<file path="src/rtl/adc_conversion_sequencer_pkg.sv">
// Shared definitions for the ADC conversion sequencer: FSM state encoding,
// status-counter limits and default parameter values.
package adc_conversion_sequencer_pkg;

   typedef enum logic [2:0] {
      ST_IDLE    = 3'd0,
      ST_CNV     = 3'd1,
      ST_WAIT_HI = 3'd2,
      ST_WAIT_LO = 3'd3,
      ST_READ    = 3'd4
   } state_t;

   localparam logic [15:0] OVERRUN_MAX            = 16'hFFFF;
   localparam int          DEFAULT_TIMEOUT_CYCLES = 1000;
   localparam int          DEFAULT_SYNC_STAGES    = 2;

   // Saturating increment used by the dropped-trigger counter
   function automatic logic [15:0] sat_inc16(input logic [15:0] value);
      return (value == OVERRUN_MAX) ? value : value + 16'd1;
   endfunction

endpackage

</file>
<file path="src/rtl/adc_busy_sync.sv">
// Multi-stage synchronizer bringing the asynchronous ADC BUSY line into the
// aclk domain; all stages reset to 0.
module adc_busy_sync
   import adc_conversion_sequencer_pkg::*;
#(
   parameter int SYNC_STAGES = DEFAULT_SYNC_STAGES
) (
   input  logic aclk,
   input  logic aresetn,
   input  logic busy,
   output logic busy_s
);

   logic [SYNC_STAGES-1:0] sync_q;

   if (SYNC_STAGES < 2) begin : g_bad_stages
      $error("adc_busy_sync: SYNC_STAGES must be at least 2");
   end

   always_ff @(posedge aclk or negedge aresetn) begin
      if (!aresetn) begin
         sync_q <= '0;
      end else begin
         sync_q <= {sync_q[SYNC_STAGES-2:0], busy};
      end
   end

   assign busy_s = sync_q[SYNC_STAGES-1];

endmodule

</file>
<file path="src/rtl/adc_conversion_sequencer.sv">
// One ADC conversion per trigger: CNV pulse, BUSY handshake, readout request.
// Define ADC_TIMEOUT_EN to enable the per-phase BUSY timeout and timeout_err.
module adc_conversion_sequencer
   import adc_conversion_sequencer_pkg::*;
#(
   parameter int CNV_W_BITS     = 8,
   parameter int SYNC_STAGES    = DEFAULT_SYNC_STAGES,
   parameter int TIMEOUT_CYCLES = DEFAULT_TIMEOUT_CYCLES
) (
   input  logic                  aclk,
   input  logic                  aresetn,
   input  logic                  enable,
   input  logic                  trigger,
   input  logic [CNV_W_BITS-1:0] cnv_width,
   input  logic                  clr_status,
   output logic                  cnv,
   input  logic                  busy,
   output logic                  rd_start,
   input  logic                  rd_done,
   output logic                  active,
   output logic [15:0]           overrun_cnt,
   output logic [31:0]           sample_cnt,
   output logic                  timeout_err
);

   state_t                state_q;
   state_t                state_d;
   logic [CNV_W_BITS-1:0] width_cnt_q;
   logic                  busy_s;
   logic                  sample_done;

`ifdef ADC_TIMEOUT_EN
   localparam int TMO_W = (TIMEOUT_CYCLES > 1) ? $clog2(TIMEOUT_CYCLES) : 1;

   logic [TMO_W-1:0] tmo_cnt_q;
   logic             tmo_expired;
   logic             tmo_fire;
   logic             timeout_q;
`endif

   if (TIMEOUT_CYCLES < 1) begin : g_bad_timeout
      $error("adc_conversion_sequencer: TIMEOUT_CYCLES must be at least 1");
   end

   adc_busy_sync #(
      .SYNC_STAGES(SYNC_STAGES)
   ) u_busy_sync (
      .aclk    (aclk),
      .aresetn (aresetn),
      .busy    (busy),
      .busy_s  (busy_s)
   );

   always_comb begin
      state_d     = state_q;
      sample_done = 1'b0;
`ifdef ADC_TIMEOUT_EN
      tmo_fire    = 1'b0;
`endif
      case (state_q)
         ST_IDLE: begin
            if (trigger && enable) state_d = ST_CNV;
         end
         ST_CNV: begin
            if (width_cnt_q == CNV_W_BITS'(1)) state_d = ST_WAIT_HI;
         end
         // The awaited BUSY level always takes priority over an expiring timeout
         ST_WAIT_HI: begin
            if (busy_s) state_d = ST_WAIT_LO;
`ifdef ADC_TIMEOUT_EN
            else if (tmo_expired) begin
               state_d  = ST_IDLE;
               tmo_fire = 1'b1;
            end
`endif
         end
         ST_WAIT_LO: begin
            if (!busy_s) state_d = ST_READ;
`ifdef ADC_TIMEOUT_EN
            else if (tmo_expired) begin
               state_d  = ST_IDLE;
               tmo_fire = 1'b1;
            end
`endif
         end
         ST_READ: begin
            if (rd_done) begin
               state_d     = ST_IDLE;
               sample_done = 1'b1;
            end
         end
         default: state_d = ST_IDLE;
      endcase
   end

   always_ff @(posedge aclk or negedge aresetn) begin
      if (!aresetn) begin
         state_q <= ST_IDLE;
      end else begin
         state_q <= state_d;
      end
   end

   // Width is re-latched every IDLE cycle, so the value seen on the accepting edge sticks
   always_ff @(posedge aclk or negedge aresetn) begin
      if (!aresetn) begin
         cnv         <= 1'b0;
         rd_start    <= 1'b0;
         width_cnt_q <= '0;
      end else begin
         cnv      <= (state_d == ST_CNV);
         rd_start <= (state_d == ST_READ) && (state_q != ST_READ);
         if (state_q == ST_IDLE) begin
            width_cnt_q <= (cnv_width == '0) ? CNV_W_BITS'(1) : cnv_width;
         end else if (state_q == ST_CNV) begin
            width_cnt_q <= width_cnt_q - CNV_W_BITS'(1);
         end
      end
   end

   always_ff @(posedge aclk or negedge aresetn) begin
      if (!aresetn) begin
         overrun_cnt <= '0;
         sample_cnt  <= '0;
      end else begin
         if (clr_status) begin
            overrun_cnt <= '0;
         end else if (trigger && (state_q != ST_IDLE)) begin
            overrun_cnt <= sat_inc16(overrun_cnt);
         end
         sample_cnt <= sample_cnt + 32'(sample_done);
      end
   end

   assign active = (state_q != ST_IDLE);

`ifdef ADC_TIMEOUT_EN
   assign tmo_expired = (tmo_cnt_q == TMO_W'(TIMEOUT_CYCLES - 1));

   // Restarts on every state change so each BUSY phase gets a full budget
   always_ff @(posedge aclk or negedge aresetn) begin
      if (!aresetn) begin
         tmo_cnt_q <= '0;
         timeout_q <= 1'b0;
      end else begin
         if (state_d != state_q) begin
            tmo_cnt_q <= '0;
         end else if ((state_q == ST_WAIT_HI) || (state_q == ST_WAIT_LO)) begin
            tmo_cnt_q <= tmo_cnt_q + TMO_W'(1);
         end
         if (clr_status) begin
            timeout_q <= 1'b0;
         end else if (tmo_fire) begin
            timeout_q <= 1'b1;
         end
      end
   end

   assign timeout_err = timeout_q;
`else
   assign timeout_err = 1'b0;
`endif

endmodule

</file>
<file path="config.mk">
export PLATFORM = sky130hd
export DESIGN_NAME = adc_conversion_sequencer
export DESIGN_NICKNAME = d
export VERILOG_FILES = /design/src/rtl/adc_conversion_sequencer_pkg.sv /design/src/rtl/adc_busy_sync.sv /design/src/rtl/adc_conversion_sequencer.sv
export SDC_FILE = /design/constraint.sdc
export NUM_CORES = 1
export LEC_CHECK = 0
export ABC_AREA = 1
export ABC_CLOCK_PERIOD_IN_PS = 1800
export BUFFER_PORTS_ARGS = -buffer_cell sky130_fd_sc_hd__buf_2
export CAP_MARGIN = 20
export CORE_MARGIN = 2
export CORE_UTILIZATION = 43
export CTS_BUF_LIST = sky130_fd_sc_hd__clkbuf_4 sky130_fd_sc_hd__clkbuf_8
export CTS_CLUSTER_DIAMETER = 100
export DETAILED_ROUTE_END_ITERATION = 10
export GPL_TIMING_DRIVEN = 0
export PLACE_DENSITY_LB_ADDON = 0.15
export SYNTH_ARGS = -nofsm -noshare
export SYNTH_HDL_FRONTEND = slang
export SYNTH_SLANG_ARGS = --single-unit
</file>
<file path="constraint.sdc">
create_clock -name aclk -period 1.8 [get_ports aclk]
set_clock_uncertainty 0.1 [all_clocks]
set_input_delay 0.18 -clock aclk [delete_from_list [all_inputs] [get_ports aclk]]
set_output_delay 0.18 -clock aclk [all_outputs]
set_load 0.01 [all_outputs]
</file>
==> results.yml <==
drt:
  vias_per_cell: 4.96
  drc_errors: 0
  via_count: 3329
  first_iter_violations: 134
  firstDrtPassIters: 4
  wire_per_inst_um: 13.3
  antenna_left: 0
  wl_um: 8900
sta:
  timing.fmax_mhz: 511
  period_share_pct: 109
  finalWorstSetupSlack_ps: -156
  relSlewSlack_pct: 46.7
  setup-violations-final: 12
  tns_ps: -987
  period_minus_slack_ps: 1960
  final_max_slew_viol_count: 0
  worst_pin_slew_ps: 799
  hold_viol: 0
  rsz0062_at_grt: "true"
final_layout:
  n_antenna_cell: 0
  multi_input_area_um2: 1900
  nets: 581
  regArea_um2: 1580
  drive_gt1_share_pct: 26.3
  stdcell_count: 671
  area_delta_synth_final_pct: 30.4
  stdcell_area_um2: 4620
  n_fill_cell: 757
synthesis:
  netlist_area_um2: 3540
  yosysTopAreaCellShare_pct: 44.5
  syn_area_per_cell_um2: 7.70
  synth-seq-cells: 63
  synth_warnings: 0
  synth-seq-area-share_pct: 44.5
  synth.largest_area_cell: "dfrtp_1"
  ys_top_cells_by_area: "dfrtp_1 (45%), nand2_1 (15%), nor2_1 (6.5%), xor2_1 (6.2%), inv_1 (5.3%)"
  synth_cells: 460
  synth_fp_nets: 480
  synth_cell_types: 31
die:
  start_util_pct: 43.8
  io_pins: 67
  rows: 33
  dieArea_um2: 8980
  die_x_um: 94.8
  die_h_um: 94.8
  core_area_um2: 8090
power:
  p_leak_nw: 2.22
  clockPowerShare_pct: 35.8
  cellPowerDensity_nw_per_um2: 867
  vdd_drop_max_v: 0.000428
  sw_frac_of_total_pct: 30.4
  power.switching_mw: 1.22
  combPwrFrac_pct: 23.0
  pwr-share-seq_pct: 41.2
  p_int_mw: 2.79
clock_network:
  clk_path_buf_depth: 2
  htreeDepth: 3
  root_buffer: "clkbuf_8"
  clock_latency_ps: 350
  cts_made_buffers: 9
  path_clk_slew_ps: 80
  cts_sinks: 63
  cts_tree: "yes"
worst_setup_path:
  critPathKind: "reg -> reg"
  r2r-start: "state_q[0]"
  end_kind: "flop"
  cp_slowest_cell: "dfrtp_1"
  path_max_fanout: 4
  path_buf_inv: 0
  endpoint: "sample_cnt[30]"
  crit_path_start: "state_q[0]"
  ff2ff_path_depth: 10
  critical_path.max_stage_delay_ps: 390
  crit_family: "simple AND/OR/NAND/NOR gates"
  ff2ff_setup_slack_ps: -160
  r2r_end: "sample_cnt[30]"
  required_ps: 1930
  cp_data_arrival_time_ps: 2080
  crit_chain: "nor2_2 -> nand2_1 -> nor2_1 -> ha_2 -> ha_4 -> nand3_4 -> nor2_4 -> nand3_4 -> o21ai_1 -> nand2_1"
  cp.depth: 10
  startpoint_type: "flop"
placed_design:
  detailed_place.area_um2: 4040
  port_buffers: 64
  placedCellCount: 629
  gp_congestion: 0.851
  hpwl_um: 6310
global_routing:
  grtUsageMet2_pct: 34.9
  grt_pass1_wl_um: 14600
  grt_use_met3_pct: 4.79
  grt_max_degree: 64
  grt_remaining_overflow: 0
  grt_pass1_vias: 3148
  globalRouteMet1Util_pct: 26.0
  busiest_layer: "met2"
  track_usage_pct: 20.8
  grt_antenna_before_repair: 0
flow_run:
  cap_violations: 0
status:
  failed_checks: "negative setup slack"
  outcome: "complete, but fails checks"
worst_hold_path:
  min_path_type: "in -> reg"
## layer usage
layer | vias up | share of wire, %
li1 | 1672 | -
met1 | 1549 | 44
met2 | 88 | 49
met3 | 20 | 4.4
met4 | 0 | 2.3
met5 | - | 0
## power groups by stage
| stage | combinational [mW] | clock [mW] | sequential (mW) |
|---|---|---|---|
| finish | 0.922 | 1.43 | 1.65 |
| detailed placement | 0.805 | 0 | 1.67 |
| floorplan | 0.572 | 0 | 1.67 |
| global route | 1.05 | 1.55 | 1.67 |
| global placement | 0.788 | 0 | 1.67 |
| CTS | 0.855 | 1.47 | 1.64 |
## worst register-to-register path: stages, from the launching register on
cell     delay [ps]
dfrtp_1         390
nor2_2          140
nand2_1          90
nor2_1          130
ha_2            230
ha_4            150
nand3_4         110
nor2_4          190
nand3_4         110
o21ai_1         150
nand2_1          60
## sequential cells by signal, summed over array words and instances, names as in the netlist
name                cells
overrun_cnt            16
cnv                     1
sample_cnt             32
state_q                 3
rd_start                1
width_cnt_q             8
u_busy_sync.sync_q      2
## cells in the mapped netlist (all sizes together)
library cell and n:
conb 1, o211ai 2, nor3 14, o21bai 5
nand2 143, nor3b 1, o221ai 2, xnor2 10
inv 51, nand4 11, o21ai 19, dfrtp 63
nor4 1, xor2 25, nand3 33, nor2 64
buf 4, ha 5, nand3b 3, clkbuf 1
o22ai 2
## what timing repair did
item                       4_1_cts  5_1_grt
gates cloned                     0        0
setup buffers                    9        9
setup endpoints to repair       18       43
pin swaps                        7       13
hold endpoints to repair        70        0
resized for setup               14       27
hold buffers                     8        0
## how the worst min path moves through the flow
stage | from | to | slack [ps] | cells past startpoint
3_5_place_dp | busy | u_busy_sync.sync_q[0] | 190 | 1
6_report | cnv_width[0] | width_cnt_q[0] | 30 | 5
4_1_cts | cnv_width[0] | width_cnt_q[0] | 20 | 5
5_1_grt | enable | cnv | 50 | 3
3_3_place_gp | busy | u_busy_sync.sync_q[0] | 190 | 1
2_1_floorplan | aresetn | cnv | -220 | 0
## placed cells by master (no fill, tap or decap), drive strengths merged, types with 2 or more instances in the layout
master / synthesis / routed
o221ai: 2 / 2
clkbuf: 1 / 12
dlygate4sd3: 0 / 8
nand3: 33 / 33
o21ai: 19 / 19
buf: 4 / 86
nand4: 11 / 11
nand3b: 3 / 3
bufinv: 0 / 2
xnor2: 10 / 10
dfrtp: 63 / 63
nor3: 14 / 14
nand2: 143 / 143
o22ai: 2 / 2
o21bai: 5 / 5
o211ai: 2 / 2
nor2: 64 / 64
ha: 5 / 5
xor2: 25 / 25
clkinvlp: 0 / 2
inv: 51 / 51
## cell families (layout without fill, tap and decap cells)
kind of cell / Yosys count / in the layout / share of synthesized area, %
simple gates: 270 / 270 / 32.8
flops: 63 / 63 / 44.5
buf+inv: 56 / 162 / 6.50
xor+xnor: 35 / 35 / 8.65
compound gates: 30 / 30 / 5.65
fa+ha+maj: 5 / 5 / 1.77
other cells: 1 / 1 / 0.106
## layout make-up
class | count | area share (%)
buffer | 5 | 0.839
clock buffer | 11 | 3.28
clock inverter | 5 | 1.73
inverter | 51 | 4.14
multi-input combinational | 341 | 41.1
sequential | 63 | 34.1
tap | 105 | 2.84
timing repair buffer | 90 | 11.9
## per-stage QoR
stage	worst slack [ps]	utilization, %	total power [mW]	hold slack, ps
2_1_floorplan	-0.584	-	2.25	-216
3_3_place_gp	-218	49.8	2.45	190
3_5_place_dp	-257	49.9	2.47	189
4_1_cts	-89.5	55.1	3.97	20.7
5_1_grt	-256	57.1	4.27	53.6
6_report	-156	57.1	4.00	31.4
Note: power is estimated with default switching activity, not from simulation.
